### src/rtl/alu_share_arbiter.sv
// Round-robin arbiter/sequencer sharing one combinational 16-bit ALU between two requesters.
// Optional rsp_zero result flag is enabled by defining ALU_SHARE_ARBITER_ZERO_FLAG_EN.
module alu_share_arbiter #(
  parameter int unsigned WIDTH = 16
) (
  input  logic             clk,
  input  logic             rst_n,
  input  logic             req0_valid,
  output logic             req0_ready,
  input  logic [2:0]       req0_op,
  input  logic [WIDTH-1:0] req0_a,
  input  logic [WIDTH-1:0] req0_b,
  input  logic             req1_valid,
  output logic             req1_ready,
  input  logic [2:0]       req1_op,
  input  logic [WIDTH-1:0] req1_a,
  input  logic [WIDTH-1:0] req1_b,
  output logic [WIDTH-1:0] alu_x,
  output logic [WIDTH-1:0] alu_y,
  output logic [2:0]       alu_op,
  input  logic [WIDTH-1:0] alu_s,
  output logic             rsp_valid,
  input  logic             rsp_ready,
  output logic             rsp_id,
  output logic [WIDTH-1:0] rsp_data,
`ifdef ALU_SHARE_ARBITER_ZERO_FLAG_EN
  output logic             rsp_zero,
`endif
  output logic             rsp_err
);

  typedef enum logic [1:0] {
    IDLE = 2'd0,
    EXEC = 2'd1,
    RESP = 2'd2
  } state_t;

  state_t           state;
  state_t           state_next;
  logic             last;
  logic             accept;
  logic             win_id;
  logic             lat_id;
  logic [2:0]       lat_op;
  logic [WIDTH-1:0] lat_a;
  logic [WIDTH-1:0] lat_b;
  logic             illegal;

  always_ff @(posedge clk or negedge rst_n) begin
    if (!rst_n) state <= IDLE;
    else        state <= state_next;
  end

  always_comb begin
    state_next = state;
    case (state)
      IDLE:    if (accept) state_next = EXEC;
      EXEC:    state_next = RESP;
      RESP:    if (rsp_ready) state_next = IDLE;
      default: state_next = IDLE;
    endcase
  end

  // Grant is combinational in IDLE; rst_n gating keeps ready low while held in reset.
  always_comb begin
    accept     = 1'b0;
    win_id     = 1'b0;
    req0_ready = 1'b0;
    req1_ready = 1'b0;
    rsp_valid  = (state == RESP);
    if ((state == IDLE) && rst_n && (req0_valid || req1_valid)) begin
      accept = 1'b1;
      win_id = (req0_valid && req1_valid) ? ~last : req1_valid;
    end
    req0_ready = accept && !win_id;
    req1_ready = accept && win_id;
  end

  assign illegal = (lat_op == 3'b011) || (lat_op == 3'b100) || (lat_op == 3'b101);

  // Operand latch on grant, result capture on the edge leaving EXEC.
  always_ff @(posedge clk or negedge rst_n) begin
    if (!rst_n) begin
      last     <= 1'b1;
      lat_id   <= 1'b0;
      lat_op   <= 3'b000;
      lat_a    <= '0;
      lat_b    <= '0;
      rsp_id   <= 1'b0;
      rsp_data <= '0;
      rsp_err  <= 1'b0;
    end else begin
      if (accept) begin
        last   <= win_id;
        lat_id <= win_id;
        lat_op <= win_id ? req1_op : req0_op;
        lat_a  <= win_id ? req1_a  : req0_a;
        lat_b  <= win_id ? req1_b  : req0_b;
      end
      if (state == EXEC) begin
        rsp_id   <= lat_id;
        rsp_err  <= illegal;
        rsp_data <= illegal ? '0 : alu_s;
      end
    end
  end

`ifdef ALU_SHARE_ARBITER_ZERO_FLAG_EN
  always_ff @(posedge clk or negedge rst_n) begin
    if (!rst_n)              rsp_zero <= 1'b0;
    else if (state == EXEC)  rsp_zero <= illegal || (alu_s == '0);
  end
`endif

  assign alu_x  = lat_a;
  assign alu_y  = lat_b;
  assign alu_op = lat_op;

endmodule

### config.mk
export PLATFORM = sky130hd
export DESIGN_NAME = alu_share_arbiter
export DESIGN_NICKNAME = d
export VERILOG_FILES = /design/src/rtl/alu_share_arbiter.sv
export SDC_FILE = /design/constraint.sdc
export NUM_CORES = 1
export LEC_CHECK = 0
export ABC_AREA = 1
export ABC_CLOCK_PERIOD_IN_PS = 2600
export CAP_MARGIN = 10
export CORE_MARGIN = 2
export CORE_UTILIZATION = 41
export DETAILED_ROUTE_END_ITERATION = 10
export GPL_TIMING_DRIVEN = 0
export PLACE_DENSITY = 0.86
export SETUP_SLACK_MARGIN = 0.4
export SKIP_LAST_GASP = 1
export SYNTH_ARGS = -nofsm -noshare
export SYNTH_HDL_FRONTEND = slang
export SYNTH_SLANG_ARGS = --single-unit
### constraint.sdc
create_clock -name clk -period 2.6 [get_ports clk]
set_input_delay 0.26 -clock clk [delete_from_list [all_inputs] [get_ports clk]]
set_output_delay 0.26 -clock clk [all_outputs]
set_load 0.005 [all_outputs]
# [Word level (Yosys, flattened, before mapping)]
# Index checks and enable logic that the tools add are counted.
[totals] register_bits=57 out_inout_bits=56 wordCells=38
[op_classes] n_eq_ne=7 n_mux=10 bitwise=1 n_reduce_logical=11
[ops] op="2-to-1 mux 16 bit" count=3
[ops] op="equality test 3 bit (second input constant)" count=2
[ops] op="case mux 2 bit (3 select lines)" count=1
[ops] op="logical AND 1 bit" count=5
[ops] op="2-to-1 mux 2 bit" count=2
[ops] op="equality test 3 x 2 -> 1 bit (second input constant)" count=1
[ops] op="logical OR 1 bit" count=3
[ops] op="2-to-1 mux 1 bit" count=3
[ops] op="2-to-1 mux 3 bit" count=1
[ops] op="equality test 2 x 1 -> 1 bit (second input constant)" count=1
[ops] op="equality test 2 bit (second input constant)" count=1
[ops] op="logical NOT 2 bit" count=1
[ops] op="inequality test 2 x 1 -> 1 bit (second input constant)" count=1
[ops] op="inequality test 2 bit (second input constant)" count=1
[ops] op="AND reduction 2 bit" count=1
[ops] op="logical NOT 1 bit" count=1
[ops] op="inverter 1 bit" count=1

# [Longest topological paths before layout]
[logic_depth] word_depth=6 ltp_mapped=7

# [Worst setup path after synthesis]
# No wires, ideal clock.
[synth_timing] path_type="reg-to-output" startpoint="register last" endpoint="output req0_ready" arrival_time_ps=1173 t_required_ps=2340 path_slack_ps=1167 stages_incl_launch_ff=6 path_buffers=1 path_cell_list="dfstp_2 -> nand2_1 -> nand2_1 -> inv_2 -> buf_1 -> nor2_1"
[synth_via] elab_chain_len=5
[synth_lines] item="start: declaration" line="40" source="logic last;"
[synth_lines] item="start signal: assignment" line="94" source="last <= win_id;"
[synth_lines] item="inverter 1 bit" line="73" source="win_id = (req0_valid && req1_valid) ? ~last : req1_valid;"
[synth_lines] item="2-to-1 mux 1 bit" line="73"
[synth_lines] item="2-to-1 mux 1 bit" line="71" source="if ((state == IDLE) && rst_n && (req0_valid || req1_valid)) begin"
[synth_lines] item="logical NOT 1 bit" line="75" source="req0_ready = accept && !win_id;"
[synth_lines] item="logical AND 1 bit" line="75"
[synth_lines] item="end: declaration" line="9" source="output logic req0_ready,"
# No other way between the ends.

# [Final worst setup path]
[layout_timing] startpoint="input req1_valid" endpoint="output req0_ready"
[layout_via] elab_chain_len=5
[layout_lines] item="start: declaration" line="13" source="input logic req1_valid,"
[layout_lines] item="logical AND 1 bit or logical OR 1 bit (tied branches)" line="73, 71"
[layout_lines] item="2-to-1 mux 1 bit or logical AND 1 bit (tied branches)" line="73, 71"
[layout_lines] item="2-to-1 mux 1 bit" line="71"
[layout_lines] item="logical NOT 1 bit" line="75"
[layout_lines] item="logical AND 1 bit (*)" line="75"
# Every way passes the cells marked *; elsewhere a longest branch is shown, timed or not.

==> impl_metrics.json <==
{
  "status": "complete, no violations",
  "finalMaxSlewViolations": 0,
  "clk-insertion-delay-late_ns": 0.32,
  "drt_pass1_iterations": 4,
  "cp_max_fo": 10,
  "pin_count": 147,
  "grtUsageTotal": 0.245,
  "ant_nets": 0,
  "fmaxAchievable_mhz": 459,
  "crit_path_end_kind": "output pin",
  "grt_overflow_total": 0,
  "path_cells": "clkdlybuf4s50_1 -> nor2_1 -> nor2_4 -> nand2_4 -> buf_4 -> nor2_1 -> clkdlybuf4s50_1",
  "fp.dieW_um": 83.1,
  "fp.coreArea_sq_um": 5990,
  "power_mw": 4.07,
  "slowest_stage": "clkdlybuf4s50_1",
  "syn_avg_cell_area_sq_um": 8.57,
  "multi_input_area_sq_um": 1010,
  "finalClockSkew_ns": 0.00951,
  "worst_slack_ns": 0.423,
  "cts_max_path_buffers": 2,
  "pwr-share-seq": 0.374,
  "p_leak_nw": 2.07,
  "synth_commonest_cells": "95 x nand2_1, 70 x nand3_1, 56 x dfrtp_1",
  "yosys_register_bits": 57,
  "maxCapViolations": 0,
  "die-area_sq_um": 6900,
  "netlist_area_sq_um": 2560,
  "cts_tree": "done",
  "critPathArrivalTime_ns": 1.92,
  "wl_mm": 8.45,
  "grt_pass1_wl_mm": 13.8,
  "ys_types": 18,
  "via_per_inst": 5.18,
  "comb_power_share": 0.447,
  "seq_area_sq_um": 1430,
  "timing.final.crit_share": 0.837,
  "synth_cells": 299,
  "globalplace.congestion": 0.845,
  "rsz0062_at_grt": "true",
  "intPower_mw": 2.77,
  "worstHoldPathType": "in -> reg",
  "cts_sinks": 57,
  "critPathKind": "in -> out",
  "grt_max_degree": 29,
  "swShare": 0.321,
  "grt_pass1_vias": 2898,
  "rrSetupSlack_ns": 1.00,
  "async_flop_share": 1.00,
  "yosysMostFrequentCell": "nand2_1",
  "fin_util": 0.754,
  "grt_antenna_before_repair": 0,
  "startpoint_type": "primary input",
  "clk_pin_slew_worst_paths_ns": 0.06,
  "synthTopCellsByArea": "dfrtp_1 55%, nand2_1 14%, nand3_1 14%, nand4_1 8.5%, clkbuf_1 1.6%",
  "power_switching_mw": 1.30,
  "portBuffers": 146,
  "peakVddDrop_v": 0.000613,
  "critPathMaxStageDelay_ns": 0.53,
  "hp-start": "alu_s[7]",
  "area_growth_pct": 76.1,
  "synth_edf_count": 0,
  "drc": 0,
  "drive_gt1_frac": 0.105,
  "crit_start": "req1_valid",
  "ys_seq_area_frac": 0.557,
  "cp_top_family": "buffers and inverters",
  "synth_top_area_share": 0.547,
  "h-tree-depth": 3,
  "ys_warn_count": 0,
  "die_y_um": 83.1,
  "fin_setup_tns_ns": 0,
  "diodes": 0,
  "fin_crit_ns": 2.18,
  "start_util": 0.428,
  "num_vias": 2866,
  "max-slew-margin-rel": 0.671,
  "power.density_nw_per_um2": 901,
  "numCtsBuffers": 9,
  "dpl.hpwl_mm": 6.16,
  "post-place-ws_ns": -0.169,
  "wl_per_cell_um": 15.3,
  "fill_cells": 421,
  "drt-initial-drc-count": 211,
  "setup_viol": 0,
  "nets": 564,
  "hold_ws_ns": 0.469,
  "r2r_start": "last$_DFFE_PN1P_",
  "hold_viol_final": 0,
  "yosysTopAreaCell": "dfrtp_1",
  "worst_slew_pin_slew_ns": 0.493,
  "synthFlopType": "dfrtp_1",
  "cp.required_ns": 2.34,
  "critPathBufInv": 3,
  "root_buffer": "clkbuf_8",
  "p_clk_frac": 0.179,
  "rows": 28,
  "syn_nets": 390
}
per-stage QoR:
stage               cell area [sq um]  cells
floorplan                        2560    299
global placement                 4120    520
detailed placement               4130    521
CTS                              4440    546
global route                     4520    553
finish                           4520    553
flip-flops by register name (all words and copies together) (netlist names):
register,cells
rsp_data,16
alu_x,16
lat_id,1
last,1
alu_y,16
alu_op,3
state,2
rsp_err,1
rsp_id,1
metal layers:
layer	routed length [um]	GRT usage	up-vias
met5	0	0	-
met4	145	0.0879	0
met3	647	0.0646	15
met2	4110	0.394	143
met1	3550	0.322	1339
li1	-	-	1369
cell type report:
type,instances,share of cell area
repair buffers,163,0.367
flip-flops and latches,57,0.316
multi-input cells,213,0.225
clock buffers,13,0.0352
plain buffers,22,0.0258
well taps,75,0.0208
inverters,7,0.00637
clock inverters,3,0.00333
power by group through the flow:
stage | clock network, mW | logic, mW | registers (mW)
global route | 0.777 | 1.99 | 1.57
detailed placement | 0 | 1.75 | 1.53
floorplan | 0 | 0.598 | 1.54
global placement | 0 | 1.70 | 1.52
CTS | 0.736 | 1.80 | 1.52
finish | 0.727 | 1.82 | 1.52
worst min-delay path, delay by kind of cell:
family | cells | cell delay, ns
and+or+nand+nor | 2 | 0.10
buffers and inverters | 1 | 0.39
what timing repair did:
action	in CTS	in global routing
endpoints found under the hold margin	28	0
pin swaps	2	3
gates resized for setup	7	8
hold buffers	5	0
endpoints found under the setup margin	2	2
buffers inserted	4	7
cloned	0	0
placed cells by master (no fill, tap or decap):
cell type / count
nand3_1: 70
nand4_1: 35
clkbuf_1: 13
dfstp_2: 1
clkdlybuf4s50_1: 144
buf_8: 1
inv_1: 6
dfrtp_1: 55
nand2_4: 2
buf_12: 3
inv_4: 1
buf_2: 6
nand2_1: 94
a21oi_1: 1
o21ai_0: 3
nor2_1: 4
dlygate4sd3_1: 2
buf_4: 13
buf_6: 2
buf_16: 1
nor2_2: 2
clkbuf_8: 11
clkbuf_4: 1
clkinv_2: 3
nor2_4: 2
dfrtp_2: 1
dlymetal6s2s_1: 1
final timing paths:
path,depth (start not counted),endpoint
max,7,req0_ready
min,3,rsp_data[7]$_DFFE_PN0N_
max reg2reg,6,alu_y[2]$_DFFE_PN0P_
min reg2reg,2,last$_DFFE_PN1P_
max in group asynchronous,4,alu_y[5]$_DFFE_PN0P_
min in group asynchronous,4,alu_x[9]$_DFFE_PN0P_
cells by family (layout without fill, tap and decap cells):
| kind of cell | count (synthesis) | after routing | synth area share |
|---|---|---|---|
| AOI/OAI and AO/OA | 4 | 4 | 0.00781 |
| buffers and inverters | 29 | 208 | 0.0532 |
| DFF | 57 | 57 | 0.557 |
| and+or+nand+nor | 209 | 209 | 0.382 |
Note: power is estimated with default switching activity, not from simulation.
